<file path="src/rtl/button_event.sv">
// button_event: turns the debounced button level into press, release,
// short, long and auto-repeat pulses, plus a wrapping mode selector.
//
// Parameters
//   LONG_CYCLES    hold time in clk cycles before a press counts as long (>= 2)
//   REPEAT_CYCLES  auto-repeat period in clk cycles during a long hold (>= 2)
//   NUM_MODES      number of selector values (>= 2)
// Ports
//   clk            system clock, rising edge
//   reset          asynchronous active-high reset
//   btn_in         debounced, synchronised button level (1 = pressed)
//   press_pulse    one cycle on the press edge
//   release_pulse  one cycle on every release edge
//   short_pulse    one cycle on release of a hold shorter than LONG_CYCLES
//   long_pulse     one cycle when the hold reaches LONG_CYCLES
//   repeat_pulse   one cycle every REPEAT_CYCLES after long_pulse while held
//   held           high from the press edge until the release edge
//   sel            mode selector, advanced by each short press, wraps
module button_event #(
   parameter int LONG_CYCLES   = 62_500_000,
   parameter int REPEAT_CYCLES = 12_500_000,
   parameter int NUM_MODES     = 4
) (
   input  logic                         clk,
   input  logic                         reset,
   input  logic                         btn_in,
   output logic                         press_pulse,
   output logic                         release_pulse,
   output logic                         short_pulse,
   output logic                         long_pulse,
   output logic                         repeat_pulse,
   output logic                         held,
   output logic [$clog2(NUM_MODES)-1:0] sel
);

   localparam int MAXC = (LONG_CYCLES > REPEAT_CYCLES) ?
                         LONG_CYCLES : REPEAT_CYCLES;
   localparam int CW = $clog2(MAXC);
   localparam int SW = $clog2(NUM_MODES);

   localparam logic [CW-1:0] LONG_LAST = CW'(LONG_CYCLES - 1);
   localparam logic [CW-1:0] REP_LAST  = CW'(REPEAT_CYCLES - 1);
   localparam logic [SW-1:0] SEL_LAST  = SW'(NUM_MODES - 1);

   typedef enum logic [1:0] {
      IDLE,
      PRESSED,
      LONG_HELD
   } state_t;

   state_t        state, state_nx;
   logic [CW-1:0] count, count_nx;
   logic          press_nx, release_nx, short_nx;
   logic          long_nx, repeat_nx, held_nx;
   logic [SW-1:0] sel_nx;

   always_ff @(posedge clk or posedge reset) begin
      if (reset) begin
         state         <= IDLE;
         count         <= '0;
         press_pulse   <= 1'b0;
         release_pulse <= 1'b0;
         short_pulse   <= 1'b0;
         long_pulse    <= 1'b0;
         repeat_pulse  <= 1'b0;
         held          <= 1'b0;
         sel           <= '0;
      end else begin
         state         <= state_nx;
         count         <= count_nx;
         press_pulse   <= press_nx;
         release_pulse <= release_nx;
         short_pulse   <= short_nx;
         long_pulse    <= long_nx;
         repeat_pulse  <= repeat_nx;
         held          <= held_nx;
         sel           <= sel_nx;
      end
   end

   // Release is tested first so it wins over a threshold hit.
   always_comb begin
      state_nx   = state;
      count_nx   = count;
      press_nx   = 1'b0;
      release_nx = 1'b0;
      short_nx   = 1'b0;
      long_nx    = 1'b0;
      repeat_nx  = 1'b0;
      held_nx    = held;
      sel_nx     = sel;
      unique case (state)
         IDLE: begin
            if (btn_in) begin
               state_nx = PRESSED;
               count_nx = '0;
               press_nx = 1'b1;
               held_nx  = 1'b1;
            end
         end
         PRESSED: begin
            if (!btn_in) begin
               state_nx   = IDLE;
               count_nx   = '0;
               release_nx = 1'b1;
               short_nx   = 1'b1;
               held_nx    = 1'b0;
               sel_nx     = (sel == SEL_LAST) ? '0 : sel + SW'(1);
            end else if (count == LONG_LAST) begin
               state_nx = LONG_HELD;
               count_nx = '0;
               long_nx  = 1'b1;
            end else begin
               count_nx = count + CW'(1);
            end
         end
         LONG_HELD: begin
            if (!btn_in) begin
               state_nx   = IDLE;
               count_nx   = '0;
               release_nx = 1'b1;
               held_nx    = 1'b0;
            end else if (count == REP_LAST) begin
               count_nx  = '0;
               repeat_nx = 1'b1;
            end else begin
               count_nx = count + CW'(1);
            end
         end
         default: begin
            state_nx = IDLE;
            count_nx = '0;
            held_nx  = 1'b0;
         end
      endcase
   end

endmodule

</file>
<file path="config.mk">
export PLATFORM = sky130hd
export DESIGN_NAME = button_event
export DESIGN_NICKNAME = d
export VERILOG_FILES = /design/src/rtl/button_event.sv
export SDC_FILE = /design/constraint.sdc
export NUM_CORES = 1
export LEC_CHECK = 0
export ABC_AREA = 0
export CAP_MARGIN = 20
export CELL_PAD_IN_SITES_DETAIL_PLACEMENT = 1
export CELL_PAD_IN_SITES_GLOBAL_PLACEMENT = 1
export CORE_MARGIN = 5
export CORE_UTILIZATION = 49
export DETAILED_ROUTE_END_ITERATION = 7
export PLACE_DENSITY = 0.82
export SLEW_MARGIN = 40
export SYNTH_ARGS = -nofsm -noshare
export SYNTH_HDL_FRONTEND = slang
export SYNTH_SLANG_ARGS = --single-unit
export TNS_END_PERCENT = 1
</file>
<file path="constraint.sdc">
create_clock -name clk -period 3.46 [get_ports clk]
set_input_delay 0.692 -clock clk [delete_from_list [all_inputs] [get_ports clk]]
set_output_delay 0.692 -clock clk [all_outputs]
set_load 0.01 [all_outputs]
</file>
---- After elaboration in Yosys (flattened, before gate mapping) ----
Cells that the tools add are included.
storage, ports and cells
  bits in registers ....................... 36
  bits in latches ......................... 0
  memory bits (writable) .................. 0
  memory bits (read-only) ................. 0
  output and inout bits ................... 8
  memories ................................ 0
operators by class
  add/sub/neg operators ................... 2
  multiply operators ...................... 0
  div/mod/pow operators ................... 0
  magnitude comparators ................... 0
  eq/ne operators ......................... 9
  shifts and indexed selects .............. 0
  muxes and demuxes ....................... 26
  bitwise operators ....................... 1
  reduce and logical (&&, ||, !) cells .... 5
operators with widths
  cell                                                                     number
  26-bit 2-to-1 mux                                                        5
  26-bit case mux with 3 select lines                                      1
  26-bit by 1-bit adder with 26-bit output, second input constant          1
  26-bit by 24-bit equality test with 1-bit output, second input constant  1
  26-bit equality test, second input constant                              1
  1-bit 2-to-1 mux                                                         13
  2-bit 2-to-1 mux                                                         5
  2-bit inequality test, second input constant                             3
  2-bit case mux with 3 select lines                                       1
  2-bit equality test, second input constant                               2
  2-bit AND reduction                                                      2
  3-bit inequality test, second input constant                             1
  3-bit AND reduction                                                      1
  2-bit by 1-bit adder with 2-bit output, second input constant            1
  2-bit by 1-bit equality test with 1-bit output, second input constant    1
  2-bit zero test                                                          1
  1-bit case mux with 2 select lines                                       1
  2-bit OR reduction                                                       1
  1-bit inverter                                                           1

---- Logic depth before layout (Yosys ltp) ----
Gate-level depths: netlist of run 1.
  word-level depth ........................ 4
  gate-level depth with buffers ........... 9
  mapped depth without buffers ............ 7

---- Worst setup path after synthesis of run 1 ----
Ideal clock, no wire load.
  path type ............................... register to register
  start point ............................. register count[0]
  end point ............................... register count[7]
  library setup time ...................... 121 ps
  arrival time ............................ 1864 ps
  required time ........................... 3339 ps
  slack ................................... 1475 ps
  stages on the path, launching flop included .. 10
  clock period less this slack ............ 1985 ps
  path through ............................ dfrtp_1 > ha_1 > and3_1 > buf_2 > nand4_2 > o31ai_2 > a21o_4 > buf_8 > o21ai_2 > a22o_1
between the ends
  word-level cells in the longest chain between the ends .. 4
  elaborated cells on any way between the ends .. 8
  those cells by class .................... add/sub: 1; eq/ne: 2; mux: 5
RTL lines
  item                                                              RTL line  RTL
  start, declared                                                   52        logic [CW-1:0] count, count_nx;
  start signal, assigned                                            70        count <= count_nx;
  26-bit by 1-bit adder with 26-bit output (tied with other cells)  114, 127
  26-bit 2-to-1 mux, on equally long branches                       123, 109
  26-bit 2-to-1 mux, on equally long branches                       118, 102
  26-bit case mux with 3 select lines *                             92        unique case (state)
Mark *: on every way between the ends. The rest lies on a longest branch, timed or not.
A chain may end at the register's enable or synchronous reset.

---- Worst setup path in the final report of run 1 ----
  start point ............................. register count[0]
  end point ............................... register count[2]
The elaborated chain is that of the path after synthesis.

==> results.tsv, run 1 <==
stage	metric	value	unit
placement	dp_hpwl	3690	µm
die	rows	23	
route	ant_nets	0	
final_layout	area_delta_synth_final	14.0	%
route	via_per_inst	6.08	
die	die_width	74.5	µm
outcome	outcome	finished clean	
global_route	grt_pass1_wl	9360	µm
final_layout	drive_above_1_share	9.79	%
final_layout	multi_input_area	1020	µm²
sta	final-hold-violation-count	0	
clocking	clk_path_buf_depth	2	
route	drcViolationCount	0	
sta	setup_viol	0	
final_layout	final_area	2320	µm²
worst_setup_path	cp-start-kind	register	
synth	synth.top_cell.area_share	44.3	%
synth	synth_area_per_cell	9.09	µm²
clocking	hold_buffers	0	
synth	yosys-top-cells-area	dfrtp_1, a21oi_1, o21ai_0	
clocking	cts_tree	built	
pwr	clockPowerShare	38.8	%
sta	slew_violations	0	
synth	yosys_warnings	0	
route	route.final.wire_length	5350	µm
sta	tns	0	ns
clocking	cts_sinks	36	
worst_setup_path	crit_chain	ha_1 > and3_1 > nand4_2 > o31ai_4 > a21o_4 > o21ai_0 > a21o_1	
global_route	grt_max_degree	26	
worst_setup_path	r2r_cells	7	
sta	worst_pin_slew	0.479	ns
clocking	htree_levels	2	
pwr	swShare	29.0	%
pwr	p_seq_share	35.8	%
global_route	grt.total_usage	22.2	%
clocking	insertion_delay	0.30	ns
clocking	cts_buffers	5	
route	drt_iter0_drc	101	
synth	syn-cell-area	2040	µm²
worst_setup_path	crit_slowest_cell	dfrtp_1	
final_layout	diodes	0	
placement	place_area	2160	µm²
clocking	clockRootBuffer	clkbuf_8	
worst_setup_path	worstSetupPathType	register to register	
global_route	antenna_found_initial	0	
clocking	path_clk_slew	0.08	ns
run	maxCapViolations	0	
route	dr.pass1.iters	4	
worst_setup_path	cp_num_cells	7	
final_layout	final_cells	285	
sta	relSlewSlack	68.1	%
final_layout	regArea	901	µm²
synth	syn-num-nets	232	
pwr	p_int	966	µW
worst_hold_path	worstHoldPathCells	1	
synth	synthCells	224	
placement	dp.cells	277	
clocking	cts_setup_buffers	0	
worst_setup_path	end_kind	register	
synth	yosysUniqueCellTypes	39	
die	start_util	50.9	%
sta	fmaxAchievable	425	MHz
die	pin_count	11	
global_route	first_global_vias	1909	
pwr	power.switching	394	µW
worst_setup_path	required	3.65	ns
clocking	cts.repair.resized	0	
final_layout	final_nets	242	
worst_setup_path	crit_arrival	2.54	ns
worst_setup_path	path_buf_inv	0	
synth	ys_seq_area_share	44.3	%
placement	routabilityCongestion	0.804	
worst_setup_path	crit_family	compound AO/OA/AOI/OAI gates	
final_layout	fill_cells	473	
route	wl_per_cell	18.8	µm
pwr	p_leak	0.965	nW
sta	rsz0062_at_grt	no	
global_route	overflow	0	
worst_setup_path	slowest_delay	0.42	ns
worst_hold_path	hold_class	register to register	
pwr	peakVddDrop	0.000221	V
sta	finalClockSkew	0.00516	ns
die	die_area	5540	µm²
die	dieHeight	74.5	µm
pwr	pwr-share-comb	25.3	%
synth	post-synth-top-area-cell	dfrtp_1	
final_layout	utilization	58.0	%
worst_setup_path	crit_fanout	25	
synth	yosys_register_bits	36	
placement	portBuffers	10	
route	num_vias	1732	
pwr	cellPowerDensity	586	nW/µm²
sta	finalCritPeriodShare	68.1	%
die	core_area	4000	µm²
sta	fin_crit	2.35	ns
[sequential cells by signal, summed over array words and instances, names as in the netlist]
name and cells:
repeat_pulse 1, state 2, held 1, press_pulse 1
long_pulse 1, release_pulse 1, sel 2, short_pulse 1
count 26
[cell usage in the layout (no fill, tap or decap), types with 2 or more instances in the layout]
master / instances
and3_1: 7
nor3b_1: 2
nand2b_1: 4
o21ai_0: 19
bufinv_16: 3
ha_1: 5
and2_1: 4
nor2b_1: 4
a22o_1: 3
nor3_1: 7
inv_1: 13
nor4_1: 4
nor4b_2: 2
a21o_1: 3
nor2_1: 6
a31oi_1: 3
nand4_1: 9
buf_4: 4
mux2_2: 2
or3_1: 11
dfrtp_1: 36
o21ai_1: 2
nand2_1: 17
nand3_1: 17
clkdlybuf4s50_1: 10
xor2_1: 3
a21oi_1: 19
clkbuf_8: 5
[Yosys cell counts]
master	number
a21bo_1	1
mux2_2	2
a22o_1	3
o21ai_1	2
a31oi_1	3
dfrtp_1	36
buf_6	1
and4_1	1
buf_2	5
o31ai_2	1
o21ai_2	1
nor2_1	6
ha_1	5
nand3_1	17
nand3b_1	1
inv_1	14
or3_1	11
nor2b_1	4
nand2_1	17
or4_4	1
nand4_1	9
a21oi_1	19
nand2b_1	4
o21ai_0	19
and3_1	7
buf_1	1
a21o_4	1
o31ai_4	1
nor4_1	4
a21o_1	3
a41oi_1	1
and2_1	4
buf_8	1
nor4b_2	2
xor2_1	3
nand4_2	1
clkbuf_1	3
nor3b_1	2
nor3_1	7
[stage by stage]
stage	power [mW]	hold slack, ns	worst slack (ns)
floorplan	0.713	0.484	1.47
global placement	0.809	0.516	1.15
detailed placement	0.843	0.529	1.07
CTS	1.37	0.549	1.11
global route	1.43	0.577	0.899
finish	1.36	0.550	1.11
[final cells by class]
class                      count  area share, %
clock buffer                   5           2.96
clock inverter                 3           3.88
inverter                      14           2.26
multi-input combinational    163           43.8
sequential                    36           38.8
tap                           50           2.70
timing repair buffer          14           5.61
[power groups by stage]
stage	registers, mW	logic (mW)	clock network (mW)
floorplan	0.504	0.209	0
global route	0.493	0.382	0.555
CTS	0.489	0.351	0.534
finish	0.487	0.345	0.528
global placement	0.491	0.318	0
detailed placement	0.498	0.346	0
[logic make-up after synthesis]
logic type	count (synthesis)	share of synthesized area (%)
xor+xnor	3	1.29
compound gates	55	16.9
flops	36	44.3
mux	2	1.11
fa+ha+maj	5	3.07
simple gates	98	27.5
buf+inv	25	5.84
[final timing paths]
check	from	end	slack [ns]
max	count[0]$_DFFE_PP0P_	count[2]$_DFFE_PP0P_	1.11
min	count[20]$_DFFE_PP0P_	count[20]$_DFFE_PP0P_	0.55
max reg2reg	count[0]$_DFFE_PP0P_	count[2]$_DFFE_PP0P_	1.11
min reg2reg	count[20]$_DFFE_PP0P_	count[20]$_DFFE_PP0P_	0.55
max in group asynchronous	reset	release_pulse$_DFF_PP0_	2.15
min in group asynchronous	reset	count[22]$_DFFE_PP0P_	0.72
[per-layer routing]
metal  vias to the layer above  part of all wire [%]  track usage [%]
met5                         -                     0                0
li1                        823                     -                -
met3                        12                   4.0             5.68
met4                         0                   2.1             7.71
met1                       864                    41             26.1
met2                        33                    53             39.2
Power figures use the tool's default switching activity.
==> inputs of run 2 (changes only) <==
Settings changed: CORE_UTILIZATION 49 to 41, PLACE_DENSITY 0.82 to 0.74.
Clock period 3.46 ns to 2.1 ns, I/O delays scaled along.
==> run 2 against run 1 <==
The flow now finishes with violations (negative setup slack). Sequential cell count unchanged. Cell count grew 15%. Count of clock-buffer cells in the layout increased by 3. Core utilization down 5.2 points. Non-clock buffer count up 26. Clock power decreased by 2%. Critical path depth is the same. Final area rose by 8.9%. Critical path type unchanged. Critical endpoint is now count[12]$_DFFE_PP0P_. Highest routed layer unchanged.
==> results.tsv, run 2 (synthesized netlist as in run 1, its figures left out) <==
stage	metric	value	unit	change
final_layout	diodes	0		unchanged
sta	final-hold-violation-count	0		unchanged
die	rows	25		+8.7%
sta	rsz0062_at_grt	yes		
clocking	clockRootBuffer	clkbuf_8		
route	ant_nets	0		unchanged
placement	place_area	2350	µm²	+8.5%
worst_setup_path	startpoint	count[16]$_DFFE_PP0P_		
sta	finalClockSkew	0.00391	ns	-0.00126 ns
worst_setup_path	slowest_delay	0.53	ns	+0.11 ns
clocking	clk_path_buf_depth	2		unchanged
sta	finalCritPeriodShare	101	%	+33 points
final_layout	utilization	52.8	%	-5.2 points
sta	tns	-0.0356	ns	-0.0356 ns
worst_setup_path	reg2reg_setup_slack	-0.01	ns	-1.12 ns
final_layout	largest_register	count		
global_route	grt.total_usage	18.8	%	-3.5 points
clocking	cts_tree	built		
outcome	violations	negative setup slack		
placement	routabilityCongestion	0.818		+1.8%
die	start_util	42.5	%	-8.4 points
clocking	cts_buffers	5		unchanged
worst_setup_path	crit_chain	nand4_1 > or4_4 > o31ai_4 > a21o_4 > buf_4 > nor4_1 > a21o_1		
clocking	insertion_delay	0.29	ns	about the same
worst_setup_path	required	2.29	ns	-1.36 ns
final_layout	largest_reg_flops	26		unchanged
global_route	grt_max_degree	37		+42%
sta	worst_pin_slew	0.480	ns	+0.00143 ns
worst_setup_path	crit_fanout	7		-72%
clocking	cts_sinks	36		unchanged
sta	worst_slack	-0.0144	ns	-1.12 ns
final_layout	layout_commonest_cell	dfrtp_1		
sta	fmaxAchievable	473	MHz	+11%
final_layout	top_regs	count x26, sel x2, state x2		
route	wl_per_cell	17.2	µm	-8.1%
outcome	outcome	finished with violations		
sta	slew_violations	0		unchanged
route	route.final.wire_length	5670	µm	+6.1%
die	die_area	6470	µm²	+17%
placement	portBuffers	10		unchanged
final_layout	final_nets	269		+11%
die	pin_count	11		unchanged
worst_setup_path	crit_end	count[12]$_DFFE_PP0P_		
final_layout	fill_cells	558		+18%
pwr	p_total	1.95	mW	+43%
final_layout	layout.cells.most_common_list	dfrtp_1, buf_4, a21oi_1		
route	via_per_inst	5.62		-7.6%
route	drt_iter0_drc	157		+55%
clocking	hold_buffers	0		unchanged
final_layout	area_delta_synth_final	24.2	%	
clocking	path_clk_slew	0.07	ns	about the same
pwr	cellPowerDensity	770	nW/µm²	+31%
global_route	overflow	0		unchanged
clocking	htree_levels	2		unchanged
worst_setup_path	crit_arrival	2.30	ns	-0.24 ns
worst_setup_path	r2r-end	count[12]$_DFFE_PP0P_		
sta	holdWs	0.534	ns	-0.0158 ns
die	core_area	4790	µm²	+20%
run	maxCapViolations	0		unchanged
worst_setup_path	worstSetupPathType	register to register		
die	dieHeight	80.5	µm	+8.1%
pwr	peakVddDrop	0.000391	V	+77%
final_layout	drive_above_1_share	19.8	%	+10 points
placement	dp_hpwl	3940	µm	+6.8%
global_route	grt_pass1_wl	9320	µm	-0.51%
worst_setup_path	cp-start-kind	register		
route	drcViolationCount	0		unchanged
global_route	first_global_vias	1951		+2.2%
global_route	antenna_found_initial	0		unchanged
route	dr.pass1.iters	4		unchanged
sta	fin_crit	2.11	ns	-0.240 ns
die	die_width	80.5	µm	+8.1%
worst_setup_path	r2r_start	count[16]$_DFFE_PP0P_		
final_layout	final_area	2530	µm²	+8.9%
worst_setup_path	crit_slowest_cell	or4_4		
worst_setup_path	r2r_cells	7		unchanged
worst_setup_path	end_kind	register		
sta	setup_viol	3		+3
route	num_vias	1848		+6.7%
worst_hold_path	hold_class	primary input to asynchronous set/reset pin		
pwr	p_leak	1.08	nW	+11%
sta	relSlewSlack	68.0	%	-0.096 points
## run 2: cell types whose count changed in the layout (fill, tap and decap cells not counted), sizes merged
cell	change
a21o	+1
buf	+26
bufinv	-3
clkbuf	+3
## run 2: report_power, final
group / switching, mW / internal (mW)
Sequential: 0.0366 / 0.756
Combinational: 0.348 / 0.289
Clock: 0.249 / 0.268
## run 2: area by class of cell
type | count | area [µm²] | area share, %
inverter | 14 | 52.6 | 2.08
timing repair buffer | 40 | 345 | 13.7
clock buffer | 8 | 90.1 | 3.56
tap | 67 | 83.8 | 3.32
sequential | 36 | 905 | 35.8
multi-input combinational | 164 | 1050 | 41.6
## run 2: what timing repair did
item | in CTS | in global routing
endpoints found under the setup margin | 4 | 19
gates resized for setup | 1 | 15
cloned | 0 | 1
pin swaps | 0 | 8
setup buffers | 0 | 6
## run 2: per-layer routing
layer | part of all wire [%] | up-vias | GRT usage (%)
met5 | 0 | - | 0
met4 | 1.4 | 0 | 6.42
met3 | 2.9 | 7 | 3.14
met2 | 52 | 35 | 34.5
met1 | 43 | 929 | 21.7
li1 | - | 877 | -
## run 2: how the worst min path moves through the flow
stage                     depth (start not counted)  slack [ns]             startpoint                    end
final                                             3        0.53                  reset   count[2]$_DFFE_PP0P_
after global routing                              1        0.58     sel[1]$_DFFE_PP0P_     sel[1]$_DFFE_PP0P_
after CTS                                         1        0.55     sel[1]$_DFFE_PP0P_     sel[1]$_DFFE_PP0P_
after detailed placement                          1        0.53  count[20]$_DFFE_PP0P_  count[20]$_DFFE_PP0P_
after global placement                            2        0.51       held$_DFFE_PP0P_       held$_DFFE_PP0P_
after floorplan                                   1        0.48  count[20]$_DFFE_PP0P_  count[20]$_DFFE_PP0P_
## run 2: metrics by stage
step | worst slack, ns | instances
finish | -0.0144 | 329
detailed placement | -0.00794 | 314
global route | -0.0994 | 329
CTS | -0.00194 | 322
global placement | 0.0776 | 314
floorplan | 0.115 | 224
## run 2: worst max-delay path, delay by kind of cell (launching register included)
kind | cells | cell delay, ns
compound gates | 3 | 0.79
buf+inv | 1 | 0.14
flops | 1 | 0.40
simple gates | 3 | 0.68
==> inputs of run 3 (changes only) <==
--- a/constraint.sdc
+++ b/constraint.sdc
@@ -3,2 +3,2 @@
 set_output_delay 0.42 -clock clk [all_outputs]
-set_load 0.01 [all_outputs]
+set_load 0.05 [all_outputs]
==> results of run 3 <==
Same layout as run 2 (identical final DEF). Status: finished with violations: negative setup slack.
Among the figures that moved: total power 1.95 mW -> 2.09 mW; worst IR drop on VDD 0.000391 V -> 0.000395 V
==> variant: new RTL, flow settings as in run 3 <==
Set the parameter `LONG_CYCLES` to 125_000_000 (it was 62_500_000).
--- a/src/rtl/button_event.sv
+++ b/src/rtl/button_event.sv
@@ -17,7 +17,7 @@
 //   held           high from the press edge until the release edge
 //   sel            mode selector, advanced by each short press, wraps
 module button_event #(
-   parameter int LONG_CYCLES   = 62_500_000,
+   parameter int LONG_CYCLES   = 125_000_000,
    parameter int REPEAT_CYCLES = 12_500_000,
    parameter int NUM_MODES     = 4
 ) (
Formal check against the unedited RTL: no difference found for any inputs over 10 cycles, from zero or initial values and one cycle with reset high; that may be too few to reach the edited logic, so the function may still have changed.
==> variant against run 3 <==
- the flow still finishes with violations (negative setup slack)
- power increased by 15%
- non-clock buffer count rose by 28
- clock skew up 0.0046 ns
- wire length grew 40%
- area after synthesis increased by 18%
- setup slack got worse by 0.043 ns
- worst hold slack is essentially flat
- highest routed layer unchanged
- cell area increased by 25%
- critical endpoint is now count[15]$_DFFE_PP0P_
- critical path type unchanged
- critical path depth down 1
- sequential cell count grew 1
==> variant: results (changes against run 3) <==
Final layout:
- The fraction of final layout cells with drive strength greater than 1 is 25.7% (was 19.8%).
- The count of fill cells added during filler insertion is 675 (was 558).
- The register cell area after layout is 926 um2 (was 905 um2).
- The flip-flop count of the largest register after layout came to 27 (was 26).
- The number of nets in the finished design came to 345 (was 269).
- The number of standard cells in the final layout excluding fillers is 410 (was 329).
- Largest regs: count: 27 flops, sel: 2 flops, state: 2 flops (was count: 26 flops, sel: 2 flops, state: 2 flops).

Critical path:
- The biggest fanout along the worst timing path came to 8 (was 7).
- The endpoint of the worst setup timing path is count[15]$_DFFE_PP0P_ (was count[12]$_DFFE_PP0P_).
- The slowest library cell on the worst path is sky130_fd_sc_hd__or4b_1 (was sky130_fd_sc_hd__or4_4).
- The start point of the critical path is count[13]$_DFFE_PP0P_ (was count[16]$_DFFE_PP0P_).
- The stage delay of the slowest cell on the critical path is 0.58 ns (was 0.53 ns).
- The path depth of the worst reg2reg path was 6 (was 7).
- The top cell family by delay on the critical path was simple AND/OR/NAND/NOR gates (was compound AO/OA/AOI/OAI gates).
- The arrival time at the worst endpoint is 2.33 ns (was 2.30 ns).

Placement:
- The post-place setup slack is -0.226 ns (was -0.00794 ns).
- The routability congestion estimate from global placement is 0.838 (was 0.818).
- The detailed placer's ending HPWL is 5240 um (was 3940 um).
- The cell area after placement came to 2910 um2 (was 2350 um2).
- The number of placed cells counting well taps was 393 (was 314).

Global routing:
- The global-route usage over all layers is 22.0% (was 18.8%).
- The wire length of the first global-routing pass is 13100 um (was 9320 um).
- The pin count of the biggest net entering global routing was 38 (was 37).
- The via count of the first global-routing pass is 2598 (was 1951).

Logic synthesis:
- The mean post-synth cell area was 8.57 um2 (was 9.09 um2).
- The number of nets in the synthesized netlist is 288 (was 232).
- The count of unique library cells instantiated by Yosys was 44 (was 39).
- Ranking of synthesized cells by instance count: 49 x sky130_fd_sc_hd__nand2_1, 37 x sky130_fd_sc_hd__dfrtp_1, 16 x sky130_fd_sc_hd__inv_1, 15 x sky130_fd_sc_hd__nand3_1, 15 x sky130_fd_sc_hd__nor2_1 (was 36 x sky130_fd_sc_hd__dfrtp_1, 19 x sky130_fd_sc_hd__a21oi_1, 19 x sky130_fd_sc_hd__o21ai_0, 17 x sky130_fd_sc_hd__nand2_1, 17 x sky130_fd_sc_hd__nand3_1).
- The post-synthesis sequential area ratio is 38.6% (was 44.3%).

Run status:
- Violations in the final reports: negative setup slack (unchanged).
- Status: finished, violations left (unchanged).

STA:
- The final worst clock skew is 0.00849 ns (was 0.00391 ns).
- The total setup violations reported at the end of the flow is 7 (was 3).
- The minimum hold slack is 0.534 ns (about the same).
- The hold violation count in the final report is 0 (unchanged).
- The least setup slack across all paths after layout is -0.0574 ns (was -0.0144 ns).

Power and ir drop:
- The maximum ir drop on the vdd rail is 0.000758 V (was 0.000395 V).
- The leakage power total is 0.00131 uW (was 0.00108 uW).

Drt:
- The initial DRC count came to 137 (was 157).
- The wire length per cell after detailed routing is 19.3 um (was 17.2 um).
- The vias per cell is 6.00 (was 5.62).

Clock tree:
- The number of hold buffers added after CTS was 0 (unchanged).
==> variant: cell count changes after synthesis, sizes merged, moves of 5 or more <==
cell / change
o211ai: +6
nor2: +9
clkbuf: +8
and3: -5
o2111ai: +12
o221ai: +10
or3: -7
or4: +5
nor4: +7
a21oi: -18
nand2: +32
o21ai: -9
==> variant: kinds of logic after synthesis <==
logic type	after synthesis	share of synthesized area (%)
simple gates	142	31.3
compound gates	54	18.3
flops	37	38.6
buf+inv	35	6.42
xor+xnor	5	1.83
fa+ha+maj	5	2.61
mux	2	0.939
==> variant: layout make-up <==
cell class / instances / share of cell area (%)
Multi-Input combinational cell: 209 / 44.0
Inverter: 16 / 1.90
Clock inverter: 2 / 1.19
Clock buffer: 6 / 2.61
Tap cell: 72 / 2.85
Sequential cell: 37 / 29.2
Timing Repair Buffer: 68 / 18.2
==> variant: what timing repair did <==
item | 4_1_cts | 5_1_grt
hold endpoints to repair | 0 | 0
buffers inserted | 5 | 1
pin swaps | 5 | 1
setup endpoints to repair | 28 | 28
gates cloned | 1 | 2
gates resized for setup | 7 | 10
==> variant: worst min-delay path: stages <==
cell                              delay (ns)
sky130_fd_sc_hd__clkdlybuf4s50_1        0.39
sky130_fd_sc_hd__inv_1                  0.05
sky130_fd_sc_hd__buf_4                  0.42
==> variant: routing by layer <==
| layer | track usage, % | part of all wire, % |
|---|---|---|
| met3 | 2.66 | 3.3 |
| met4 | 7.65 | 2.2 |
| met1 | 27.5 | 44 |
| met5 | 0 | 0 |
| met2 | 38.9 | 51 |
==> variant: power groups by stage <==
stage	registers (uW)	logic, uW	clock network, uW
after floorplan	992	354	0
after global placement	831	801	0
after detailed placement	835	822	0
after CTS	821	826	686
after global routing	829	961	712
final	819	903	669
